$ cat src/rtl/fpu_pkg.sv
// Shared opcode, flag-index and result-payload definitions for the FPU result stage.
package fpu_pkg;

  localparam int unsigned RES_DATA_W = 64;
  localparam int unsigned RES_OP_W   = 4;
  localparam int unsigned FLAG_W     = 4;

  localparam logic [RES_OP_W-1:0] OP_ADD = 4'd1;
  localparam logic [RES_OP_W-1:0] OP_SUB = 4'd2;
  localparam logic [RES_OP_W-1:0] OP_MUL = 4'd3;
  localparam logic [RES_OP_W-1:0] OP_DIV = 4'd4;
  localparam logic [RES_OP_W-1:0] OP_AND = 4'd5;
  localparam logic [RES_OP_W-1:0] OP_OR  = 4'd6;
  localparam logic [RES_OP_W-1:0] OP_XOR = 4'd7;
  localparam logic [RES_OP_W-1:0] OP_SLL = 4'd8;
  localparam logic [RES_OP_W-1:0] OP_SRL = 4'd9;
  localparam logic [RES_OP_W-1:0] OP_ITF = 4'd10;
  localparam logic [RES_OP_W-1:0] OP_FPI = 4'd11;

  localparam int unsigned FLG_EXC = 0;
  localparam int unsigned FLG_OVF = 1;
  localparam int unsigned FLG_UNF = 2;
  localparam int unsigned FLG_ILL = 3;

  typedef struct packed {
    logic [RES_DATA_W-1:0] data;
    logic [RES_OP_W-1:0]   op;
    logic [FLAG_W-1:0]     flags;
  } fpu_res_t;

endpackage

$ cat src/rtl/fpu_skid_fifo.sv
// Two-entry valid/ready buffer; the head lives in its own register so that
// out_res keeps the last popped value while the buffer is empty.
module fpu_skid_fifo
  import fpu_pkg::*;
(
  input  logic     clk,
  input  logic     rst,
  input  logic     in_valid,
  output logic     in_ready,
  input  fpu_res_t in_res,
  output logic     out_valid,
  input  logic     out_ready,
  output fpu_res_t out_res
);

  logic [1:0] count_q;
  logic [1:0] count_d;
  fpu_res_t   skid_q;
  logic       push;
  logic       pop;

  always_comb begin
    push    = in_valid & in_ready;
    pop     = out_valid & out_ready;
    count_d = count_q;
    if (push && !pop) begin
      count_d = count_q + 2'd1;
    end else if (pop && !push) begin
      count_d = count_q - 2'd1;
    end
  end

  // Head/skid move: a push lands in the head when it is (or becomes) free.
  always_ff @(posedge clk) begin
    if (rst) begin
      count_q   <= 2'd0;
      in_ready  <= 1'b1;
      out_valid <= 1'b0;
      out_res   <= '0;
      skid_q    <= '0;
    end else begin
      count_q   <= count_d;
      in_ready  <= (count_d != 2'd2);
      out_valid <= (count_d != 2'd0);
      if (push && (count_q == 2'd0 || pop)) begin
        out_res <= in_res;
      end else if (push) begin
        skid_q <= in_res;
      end else if (pop && count_q == 2'd2) begin
        out_res <= skid_q;
      end
    end
  end

endmodule

$ cat src/rtl/fpu_result_stage.sv
// FPU result stage: sanitises ALU flags, buffers results for writeback and
// keeps sticky status bits plus saturating result/exception counters.
module fpu_result_stage
  import fpu_pkg::*;
#(
  parameter int unsigned DATA_W = 64,
  parameter int unsigned OP_W   = 4,
  parameter int unsigned CNT_W  = 16
) (
  input  logic              clk,
  input  logic              rst,
  input  logic              in_valid,
  output logic              in_ready,
  input  logic [OP_W-1:0]   in_op,
  input  logic [DATA_W-1:0] in_data,
  input  logic              in_exc,
  input  logic              in_ovf,
  input  logic              in_unf,
  output logic              out_valid,
  input  logic              out_ready,
  output logic [DATA_W-1:0] out_data,
  output logic [OP_W-1:0]   out_op,
  output logic [3:0]        out_flags,
  output logic [3:0]        sticky,
  input  logic              sticky_clr,
  output logic [CNT_W-1:0]  res_cnt,
  output logic [CNT_W-1:0]  exc_cnt,
  input  logic              cnt_clr
);

  localparam logic [CNT_W-1:0] CNT_MAX = '1;

  logic [RES_OP_W-1:0] op_tag;
  logic                legal_op;
  logic                arith_op;
  logic                exc_op;
  logic                accept;
  fpu_res_t            res_c;
  fpu_res_t            head;
  logic [CNT_W-1:0]    res_base;
  logic [CNT_W-1:0]    exc_base;
  logic [CNT_W-1:0]    res_cnt_d;
  logic [CNT_W-1:0]    exc_cnt_d;

  // Ovf/unf only mean something for ADD/SUB/MUL, exc additionally for DIV.
  always_comb begin
    op_tag   = RES_OP_W'(in_op);
    legal_op = (op_tag >= OP_ADD) && (op_tag <= OP_FPI);
    arith_op = (op_tag >= OP_ADD) && (op_tag <= OP_MUL);
    exc_op   = (op_tag >= OP_ADD) && (op_tag <= OP_DIV);
    res_c    = '0;
    res_c.op = op_tag;
    if (legal_op) begin
      res_c.data           = RES_DATA_W'(in_data);
      res_c.flags[FLG_EXC] = in_exc & exc_op;
      res_c.flags[FLG_OVF] = in_ovf & arith_op;
      res_c.flags[FLG_UNF] = in_unf & arith_op;
    end else begin
      res_c.flags[FLG_ILL] = 1'b1;
    end
  end

  assign accept = in_valid & in_ready;

  fpu_skid_fifo u_fifo (
    .clk       (clk),
    .rst       (rst),
    .in_valid  (in_valid),
    .in_ready  (in_ready),
    .in_res    (res_c),
    .out_valid (out_valid),
    .out_ready (out_ready),
    .out_res   (head)
  );

  assign out_data  = DATA_W'(head.data);
  assign out_op    = OP_W'(head.op);
  assign out_flags = head.flags;

  // A clear coinciding with an accept still counts that accept.
  always_comb begin
    res_base  = cnt_clr ? '0 : res_cnt;
    exc_base  = cnt_clr ? '0 : exc_cnt;
    res_cnt_d = res_base;
    exc_cnt_d = exc_base;
    if (accept && res_base != CNT_MAX) begin
      res_cnt_d = res_base + CNT_W'(1);
    end
    if (accept && res_c.flags[FLG_EXC] && exc_base != CNT_MAX) begin
      exc_cnt_d = exc_base + CNT_W'(1);
    end
  end

  always_ff @(posedge clk) begin
    if (rst) begin
      sticky  <= 4'b0000;
      res_cnt <= '0;
      exc_cnt <= '0;
    end else begin
      if (accept) begin
        sticky <= (sticky_clr ? 4'b0000 : sticky) | res_c.flags;
      end else if (sticky_clr) begin
        sticky <= 4'b0000;
      end
      res_cnt <= res_cnt_d;
      exc_cnt <= exc_cnt_d;
    end
  end

endmodule

$ cat config.mk
export PLATFORM = sky130hd
export DESIGN_NAME = fpu_result_stage
export DESIGN_NICKNAME = d
export VERILOG_FILES = /design/src/rtl/fpu_pkg.sv /design/src/rtl/fpu_skid_fifo.sv /design/src/rtl/fpu_result_stage.sv
export SDC_FILE = /design/constraint.sdc
export NUM_CORES = 1
export LEC_CHECK = 0
export ABC_CLOCK_PERIOD_IN_PS = 3100
export CAP_MARGIN = 20
export CORE_UTILIZATION = 50
export CTS_CLUSTER_SIZE = 30
export DETAILED_ROUTE_END_ITERATION = 12
export GPL_TIMING_DRIVEN = 0
export PLACE_DENSITY = 0.84
export SYNTH_ARGS = -nofsm -noshare
export SYNTH_HDL_FRONTEND = slang
export SYNTH_HIERARCHICAL = 1
export SYNTH_SLANG_ARGS = --single-unit
$ cat constraint.sdc
create_clock -name clk -period 3.1 [get_ports clk]
set_input_delay 0.62 -clock clk [delete_from_list [all_inputs] [get_ports clk]]
set_output_delay 0.62 -clock clk [all_outputs]
set_load 0.02 [all_outputs]
==> metrics.csv <==
stage,metric,value,unit
run_status,status,finished clean,
synthesis,syn_inst,1053,
final_layout,final_nets,1338,
floorplan,die_area,17900,um^2
synthesis,ys_seq_area_share,42.5,%
timing,slew_violations,0,
worst_setup_path,crit_start,cnt_clr,
final_layout,final_cell_mix,"nand2_1, clkdlybuf4s50_1, dfxtp_1, nor2_1, a21oi_1",
clock_tree,cts-root-buf,clkbuf_16,
route,via_count,8205,
synthesis,ys_async_sr_fraction,0,%
timing,finalCritPeriodShare,91.3,%
placed_design,placed_cells,1458,
worst_setup_path,arrival,3200,ps
route,drc,0,
final_layout,fin_cells,1490,
route,finalWirelength,24100,um
worst_setup_path,r2r_slack,850,ps
power,p_int,4.88,mW
route,drtIter0Drc,572,
worst_setup_path,reg2reg_depth,7,
synthesis,yosysWarnings,6,
route,ant_nets,0,
floorplan,initial_core_util,51.7,%
timing,slew_headroom,44.9,%
synthesis,synth_edf_count,0,
clock_tree,clock-sinks,184,
timing,post-route-min-period,2830,ps
power,seq_power_share,39.4,%
clock_tree,post_cts_buffers,0,
clock_tree,h-tree-depth,4,
synthesis,syn_area_per_cell,8.24,um^2
final_layout,finish.utilization,67.8,%
power,power_density,651,nW/um^2
placed_design,placed_area,10800,um^2
clock_tree,clk_latency,420,ps
worst_setup_path,cp-end-kind,flip-flop,
final_layout,drive_gt1_share,11.6,%
floorplan,ioPinCount,187,
worst_setup_path,required,3470,ps
worst_setup_path,crit_fanout,10,
global_route,grt_max_degree,17,
timing,finalHoldViolations,0,
timing,finalSetupViolCount,0,
timing,tightest_slew,826,ps
floorplan,die_h,134,um
run,cap_violations,0,
power,power.total,7.40,mW
clock_tree,clk_pin_slew,70,ps
worst_setup_path,start_kind,input port,
global_route,grt_pass1_vias,7681,
synthesis,synth_area,8670,um^2
timing,finClkSkew,7.27,ps
synthesis,synthDistinctLibCells,58,
power,p_sw,2.53,mW
final_layout,area_growth,31.1,%
floorplan,core,16800,um^2
synthesis,syn_nets,1134,
worst_setup_path,crit_end,res_cnt[10]$_SDFF_PP0_,
global_route,antenna_found_initial,0,
power,vdd_drop_max,0.416,mV
route,routedWlPerCell,16.2,um
final_layout,design_area,11400,um^2
final_layout,diodes,0,
worst_setup_path,critical_path_class,in2reg,
timing,rsz0062_at_grt,no,
floorplan,placementRows,47,
hold_path,hold_path.class,reg2reg,
global_route,grt_first_pass_wirelength,38600,um
power,combPwrFrac,32.4,%
route,viasPerCell,5.51,
route,drt_pre_antenna_iters,5,
global_route,globalRouteOverflowTotal,0,
clock_tree,cts_hold_repair.buffers,0,
synthesis,ys_ff_latch,184,
floorplan,die_w,134,um
placed_design,gp_congestion,0.913,
power,power.leakage,3.94,nW
clock_tree,cts_tree,yes,
power,swShare,34.1,%
worst_setup_path,r2r-start,exc_cnt[0]$_SDFF_PP0_,
power,clockPowerShare,28.2,%
synthesis,ys.flop_type,dfxtp_1,
final_layout,final_common_cell,nand2_1,
clock_tree,cts_buffers,17,
placed_design,hpwl,17200,um
timing,fmax,353,MHz
clock_tree,cts_buffer_depth,2,
global_route,grt_usage,27.3,%
clock_tree,cts_resized,0,
placed_design,numPortBuffers,185,
timing,hold-worst-slack,455,ps
worst_setup_path,r2r_end,exc_cnt[1]$_SDFF_PP0_,
==> worst max-delay path: stages <==
cell and delay [ps]:
clkdlybuf4s50_1 460, buf_2 230, clkbuf_1 270, nor2b_1 250
ha_1 330, nand4_1 230, a211o_1 340, or4_1 390
nand2_1 70
==> synth_stat cells (14+ instances only) <==
cell	count	share of area, %
and2_1	68	4.9
xnor2_1	16	1.6
a21oi_1	87	5.0
clkbuf_1	33	1.4
buf_2	23	1.3
a311oi_2	60	10
buf_6	14	1.8
nor2_1	105	4.5
dfxtp_1	184	42
nand2_1	309	13
==> state kept, by name (all words and copies together) (netlist names) <==
name / count
u_fifo/count_q: 2
u_fifo/skid_q: 72
u_fifo/in_ready: 1
res_cnt: 16
u_fifo/out_res: 72
exc_cnt: 16
u_fifo/out_valid: 1
sticky: 4
==> area by class of cell <==
type / instances / area [um^2]
Buffer: 77 / 434
Clock buffer: 19 / 443
Clock inverter: 13 / 124
Fill cell: 1378 / 5390
Inverter: 9 / 33.8
Multi-Input combinational cell: 783 / 4520
Sequential cell: 184 / 3680
Tap cell: 220 / 275
Timing Repair Buffer: 185 / 1850
==> per-stage QoR <==
stage | setup TNS, ps | setup slack [ps]
after floorplan | 0 | 716
after detailed placement | -2150 | -135
final | 0 | 270
after CTS | 0 | 296
after global routing | 0 | 71.3
after global placement | -1500 | -123
==> worst min path at each step <==
stage / from / endpoint / slack, ps / cells past startpoint
finish: u_fifo/skid_q[47]$_SDFFE_PP0P_ / u_fifo/skid_q[47]$_SDFFE_PP0P_ / 460 / 2
global route: u_fifo/skid_q[22]$_SDFFE_PP0P_ / u_fifo/skid_q[22]$_SDFFE_PP0P_ / 470 / 2
CTS: u_fifo/count_q[0]$_SDFF_PP0_ / u_fifo/out_valid$_SDFF_PP0_ / 460 / 1
detailed placement: u_fifo/count_q[0]$_SDFF_PP0_ / u_fifo/out_valid$_SDFF_PP0_ / 450 / 1
global placement: u_fifo/count_q[0]$_SDFF_PP0_ / u_fifo/out_valid$_SDFF_PP0_ / 440 / 1
floorplan: u_fifo/count_q[0]$_SDFF_PP0_ / u_fifo/out_valid$_SDFF_PP0_ / 430 / 1
==> power groups by stage <==
stage,Combinational [mW],Sequential (mW),Clock (mW)
finish,2.40,2.92,2.09
global route,2.56,2.95,2.21
CTS,2.39,2.91,2.12
detailed placement,2.37,2.96,0
global placement,2.34,2.96,0
floorplan,1.21,3.20,0
==> metal layers <==
layer	track usage (%)	routed length [um]	up-vias
met1	35.8	10700	3839
met5	0	0	-
met2	44.4	11300	326
met3	4.07	1480	39
met4	11.9	669	0
li1	-	-	4001
==> kinds of logic (layout without fill, tap and decap cells) <==
group | count (synthesis) | count (layout) | share of synthesized area, %
xor gates and xnor gates | 20 | 20 | 2.02
buffers and inverters | 86 | 303 | 5.40
muxes | 5 | 5 | 0.577
and+or+nand+nor | 562 | 562 | 29.2
DFF | 184 | 184 | 42.5
AOI/OAI and AO/OA | 192 | 192 | 19.8
adders and majority gates | 4 | 4 | 0.577
No activity file was read; power rests on OpenSTA's default activity.
==> RTL change 1, RTL diff (same settings) <==
Set the parameter `DATA_W` to 56 (it was 64).
--- a/src/rtl/fpu_result_stage.sv
+++ b/src/rtl/fpu_result_stage.sv
@@ -3,7 +3,7 @@
 module fpu_result_stage
   import fpu_pkg::*;
 #(
-  parameter int unsigned DATA_W = 64,
+  parameter int unsigned DATA_W = 56,
   parameter int unsigned OP_W   = 4,
   parameter int unsigned CNT_W  = 16
 ) (
Interface: changed (resized in_data and out_data); port bits go from 187 to 171. No check against the original RTL was run, so the function may have changed too.
==> RTL change 1 against the original RTL <==
Cell area decreased by 6.7%; synthesized area decreased by 7.6%; sequential power decreased by 9.2%; worst setup slack improved by 0.017 ns; total power decreased by 4.3%; wire length decreased by 9.9%; clock power increased by 8%; sequential cell count decreased by 16; final cell count decreased by 7.8%; utilization increased by 0.89 points; maximum frequency increased by 0.61%; die area decreased by 7.5%; largest power group unchanged.
==> RTL change 1: results (changes against the original RTL) <==
- The static leakage is 0.00375 uW (-5.0%).
- The number of filler cells placed in the layout is 1262 (-8.4%).
- The global-route usage over all layers is 26.9% (-0.40 points).
- The violation count after the first detailed-routing iteration is 714 (+25%).
- The longest individual stage delay on the worst path is 0.67 ns (+0.21 ns).
- The fraction of final layout cells sized beyond drive strength 1 is 12.6% (+1.1 points).
- Following the worst setup path forward leads to its endpoint at u_fifo/out_res[40].
- The critical path starts at in_op[3].
- The number of nets in the layout is 1223 (-8.6%).
- The flow ran to the end, and the final reports show no timing, DRC or antenna violations.
- The largest registers in the layout are u_fifo/out_res: 64 flops, u_fifo/skid_q: 64 flops.
- The last weighted congestion value of the routability-driven placer came to 0.908 (-0.58%).
- The count of buffers from port buffering came to 169 (-8.6%).
- The final clock skew is 0.00570 ns (-0.00157 ns).
- For hold timing, the worst endpoint is u_fifo/out_valid.
- The via count of the first global-routing pass was 7123 (-7.3%).
- The number of warnings issued by yosys is 6 (unchanged).
- The via count is 7570 (-7.7%).
- The per-cell via count in the routed design is 5.51 (about the same).
- The worst-case reg-to-reg path depth came to 6 (-1).
- The average detailed-routed wire length per instance is 15.8 microns (-2.3%).
- The destination of the worst register-to-register timing path is exc_cnt[11].
- The synthesized net count is 1035 (-8.7%).
- The number of placed instances with taps included is 1342 (-8.0%).
- The signal arrival time at the worst endpoint is 3.13 ns (-0.07 ns).
- The origin of the worst min-delay path is u_fifo/count_q[0].
- The average footprint of a synthesized cell was 8.33 sq um (+1.1%).
- The start of the worst register-to-register path is u_fifo/in_ready.
- The final cell utilization of the core is 68.7% (+0.89 points).
- The register-to-register setup slack is 0.83 ns (-0.02 ns).
- The net switching component of the power is 2280 uW (-9.5%).
- The achievable frequency is 356 MHz (+0.61%).
- The area of placed instances came to 9970 sq um (-7.7%).
- The count of buffers added by post-CTS timing repair for setup is 0 (unchanged).
- The worst slew slack as a fraction of its limit is 47.6% (+2.7 points).
- The worst-case vdd ir drop was 0.000400 V (-3.7%).
- The worst-case setup slack after placement is -0.267 ns (-0.132 ns).
- The half-perimeter wire length after detailed placement is 15400 microns (-11%).
- The first-pass GRT wire length is 34900 microns (-9.5%).
-- RTL change 1: cell count changes in the layout (fill, tap and decap cells not counted), sizes merged, moves of 5 or more --
cell	delta
a21oi	-6
a311oi	-8
and2	-8
clkdlybuf4s50	-16
dfxtp	-16
nand2	-32
nor2	-8
nor2b	-5
-- RTL change 1: cell type report --
class | count | area share, %
Multi-Input combinational cell | 707 | 39.3
Timing Repair Buffer | 170 | 16.0
Sequential cell | 168 | 31.7
Clock inverter | 12 | 1.64
Inverter | 10 | 0.354
Tap cell | 211 | 2.49
Clock buffer | 20 | 4.31
Buffer | 76 | 4.17
-- RTL change 1: worst max-delay path, delay by kind of cell --
family / cells / cell delay, ns
simple gates: 3 / 0.39
compound gates: 2 / 0.64
buf+inv: 3 / 1.47
-- RTL change 1: layer usage --
metal,vias to the layer above,GRT usage (%),routed length [microns]
met5,-,0,0
met4,0,11.4,497
met2,296,43.6,10300
met1,3591,35.1,9620
li1,3642,-,-
met3,41,4.91,1350
-- RTL change 1: stage by stage --
stage / total power (uW) / TNS (ns) / hold slack, ns
2_1_floorplan: 4020 / 0 / 0.429
3_3_place_gp: 4810 / -1.94 / 0.438
3_5_place_dp: 4840 / -3.01 / 0.443
4_1_cts: 7100 / 0 / 0.453
5_1_grt: 7400 / 0 / 0.471
6_report: 7080 / 0 / 0.451
-- RTL change 1: power by group through the flow --
stage	clock, uW	combinational (uW)	sequential [uW]
CTS	2280	2170	2650
global route	2390	2320	2680
floorplan	0	1110	2910
detailed placement	0	2150	2690
finish	2260	2170	2650
global placement	0	2120	2690
==> RTL change 2, RTL diff (same flow settings) <==
Made on the original files. Put a register stage on the output `out_flags`, with the module's reset. The value now appears one clock later. The other outputs are not delayed to match.
--- a/src/rtl/fpu_result_stage.sv
+++ b/src/rtl/fpu_result_stage.sv
@@ -75,7 +75,13 @@
 
   assign out_data  = DATA_W'(head.data);
   assign out_op    = OP_W'(head.op);
-  assign out_flags = head.flags;
+  always_ff @(posedge clk) begin
+    if (rst) begin
+      out_flags <= '0;
+    end else begin
+      out_flags <= head.flags;
+    end
+  end
 
   // A clear coinciding with an accept still counts that accept.
   always_comb begin
Formal check against the unedited RTL: not equivalent (a bounded check fails within 4 cycles, from zero or initial values and one cycle with rst high).
==> RTL change 2 against the original RTL <==
Die area is 0.10% higher; sequential cell count is 4 higher; highest routed layer unchanged; critical path type unchanged; total power is 0.98% lower; cell area hardly changed; worst setup slack worse by 0.17 ns; largest cell class unchanged; sequential share of layout area is 0.72 points higher; wire length is 2.7% higher; global-route usage is 0.82 points higher; final cell count hardly changed; synthesized area is 0.10% higher.
==> RTL change 2: results (changes against the original RTL) <==
- The combinational share of power came to 32.9% (+0.5 points).
- The multi-input gate count is 777 (-0.77%).
- The CTS sink count is 188 (+2.2%).
- The area of placed instances came to 10800 sq um (+0.17%).
- The worst-case setup slack after placement is -0.776 ns (-0.641 ns).
- The static leakage was 0.00393 uW (-0.21%).
- The longest individual stage delay on the worst path is 0.50 ns (+0.04 ns).
- The number of gates resized after CTS was 3 (+3).
- The count of buffers from port buffering is 186 (+0.54%).
- The via count of the first global-routing pass is 7942 (+3.4%).
- The count of non-CTS inverters in the layout came to 14 (+5).
- The area fraction in compound gates after synthesis is 19.9% (+0.12 points).
- The violation count after the first detailed-routing iteration is 806 (+41%).
- The run finished with clean final reports.
- The parity-gate share of the synthesized area counting xor and xnor cells is 1.31% (-0.71 points).
- The clock network area share came to 4.47% (-0.51 points).
- The last weighted congestion value of the routability-driven placer is 0.920 (+0.80%).
- The switching power share of the total came to 33.9% (-0.18 points).
- The footprint of the multi-input gates is 4460 sq um (-1.3%).
- The signal arrival time at the worst endpoint was 3.38 ns (+0.18 ns).
- The pin slew with the least headroom to its limit is 0.804 ns (-0.0227 ns).
- The first-pass GRT wire length is 39600 microns (+2.7%).
- The number of filler cells placed in the layout was 1345 (-2.4%).
- The number of nets in the layout is 1342 (+0.30%).
- The global-route usage over all layers is 28.1% (+0.82 points).
- The total of clock buffers placed in the layout is 21 (+2).
- The total power of the final layout is 7330 uW (-0.98%).
- The sequential share of the synthesized area was 43.4% (+0.88 points).
- The non-clock buffer share of cell area is 20.2% (+0.12 points).
- The register share of the cell area is 33.1% (+0.72 points).
- The half-perimeter wire length after detailed placement came to 17500 microns (+1.2%).
- The fraction of final layout cells sized beyond drive strength 1 is 11.4% (-0.17 points).
- The chip width is 134 microns (about the same).
- The adder-cell share of the synthesized area was 0.577% (-0.00058 points).
- The power per standard cell area came to 645 nW/um^2 (-0.93%).
- The commonest cells after synthesis are 306 x sky130_fd_sc_hd__nand2_1, 188 x sky130_fd_sc_hd__dfxtp_1, 98 x sky130_fd_sc_hd__nor2_1.
- The total of plain and repair buffers excluding clock buffers was 263 (+0.38%).
- By area the synthesized netlist is led by sky130_fd_sc_hd__dfxtp_1 43%, sky130_fd_sc_hd__nand2_1 13%, sky130_fd_sc_hd__a311oi_2 10%.
- The worst-case vdd ir drop is 0.000424 V (+1.9%).
- The via count is 8378 (+2.1%).
- The worst-case reg-to-reg path depth is 5 (-2).
- The share of synthesized registers carrying an async set or reset is 0% (unchanged).
- The synthesized net count is 1137 (+0.26%).
- The final clock skew is 0.00878 ns (+0.00151 ns).
[RTL change 2: cell families (layout without fill, tap and decap cells)]
| group | after synthesis | after routing |
|---|---|---|
| AOI/OAI and AO/OA | 200 | 200 |
| xor gates and xnor gates | 13 | 13 |
| adders and majority gates | 4 | 4 |
| buffers and inverters | 91 | 306 |
| DFF | 188 | 188 |
| muxes | 4 | 4 |
| and+or+nand+nor | 556 | 556 |
[RTL change 2: per-layer routing]
layer  GRT usage (%)  part of all wire [%]  wire [microns]  vias up
li1                -                     -               -     4010
met1            36.3                    43           10600     3963
met2            46.2                    47           11800      364
met3            5.40                   7.6            1900       41
met4            10.7                   2.1             521        0
met5               0                     0               0        -
[RTL change 2: final timing paths]
| check | start | to | slack [ns] |
|---|---|---|---|
| max reg2reg | u_fifo/in_ready | exc_cnt[10] | 0.78 |
| max | cnt_clr | exc_cnt[2] | 0.10 |
| min | u_fifo/skid_q[14] | u_fifo/skid_q[14] | 0.46 |
| min reg2reg | u_fifo/skid_q[14] | u_fifo/skid_q[14] | 0.46 |
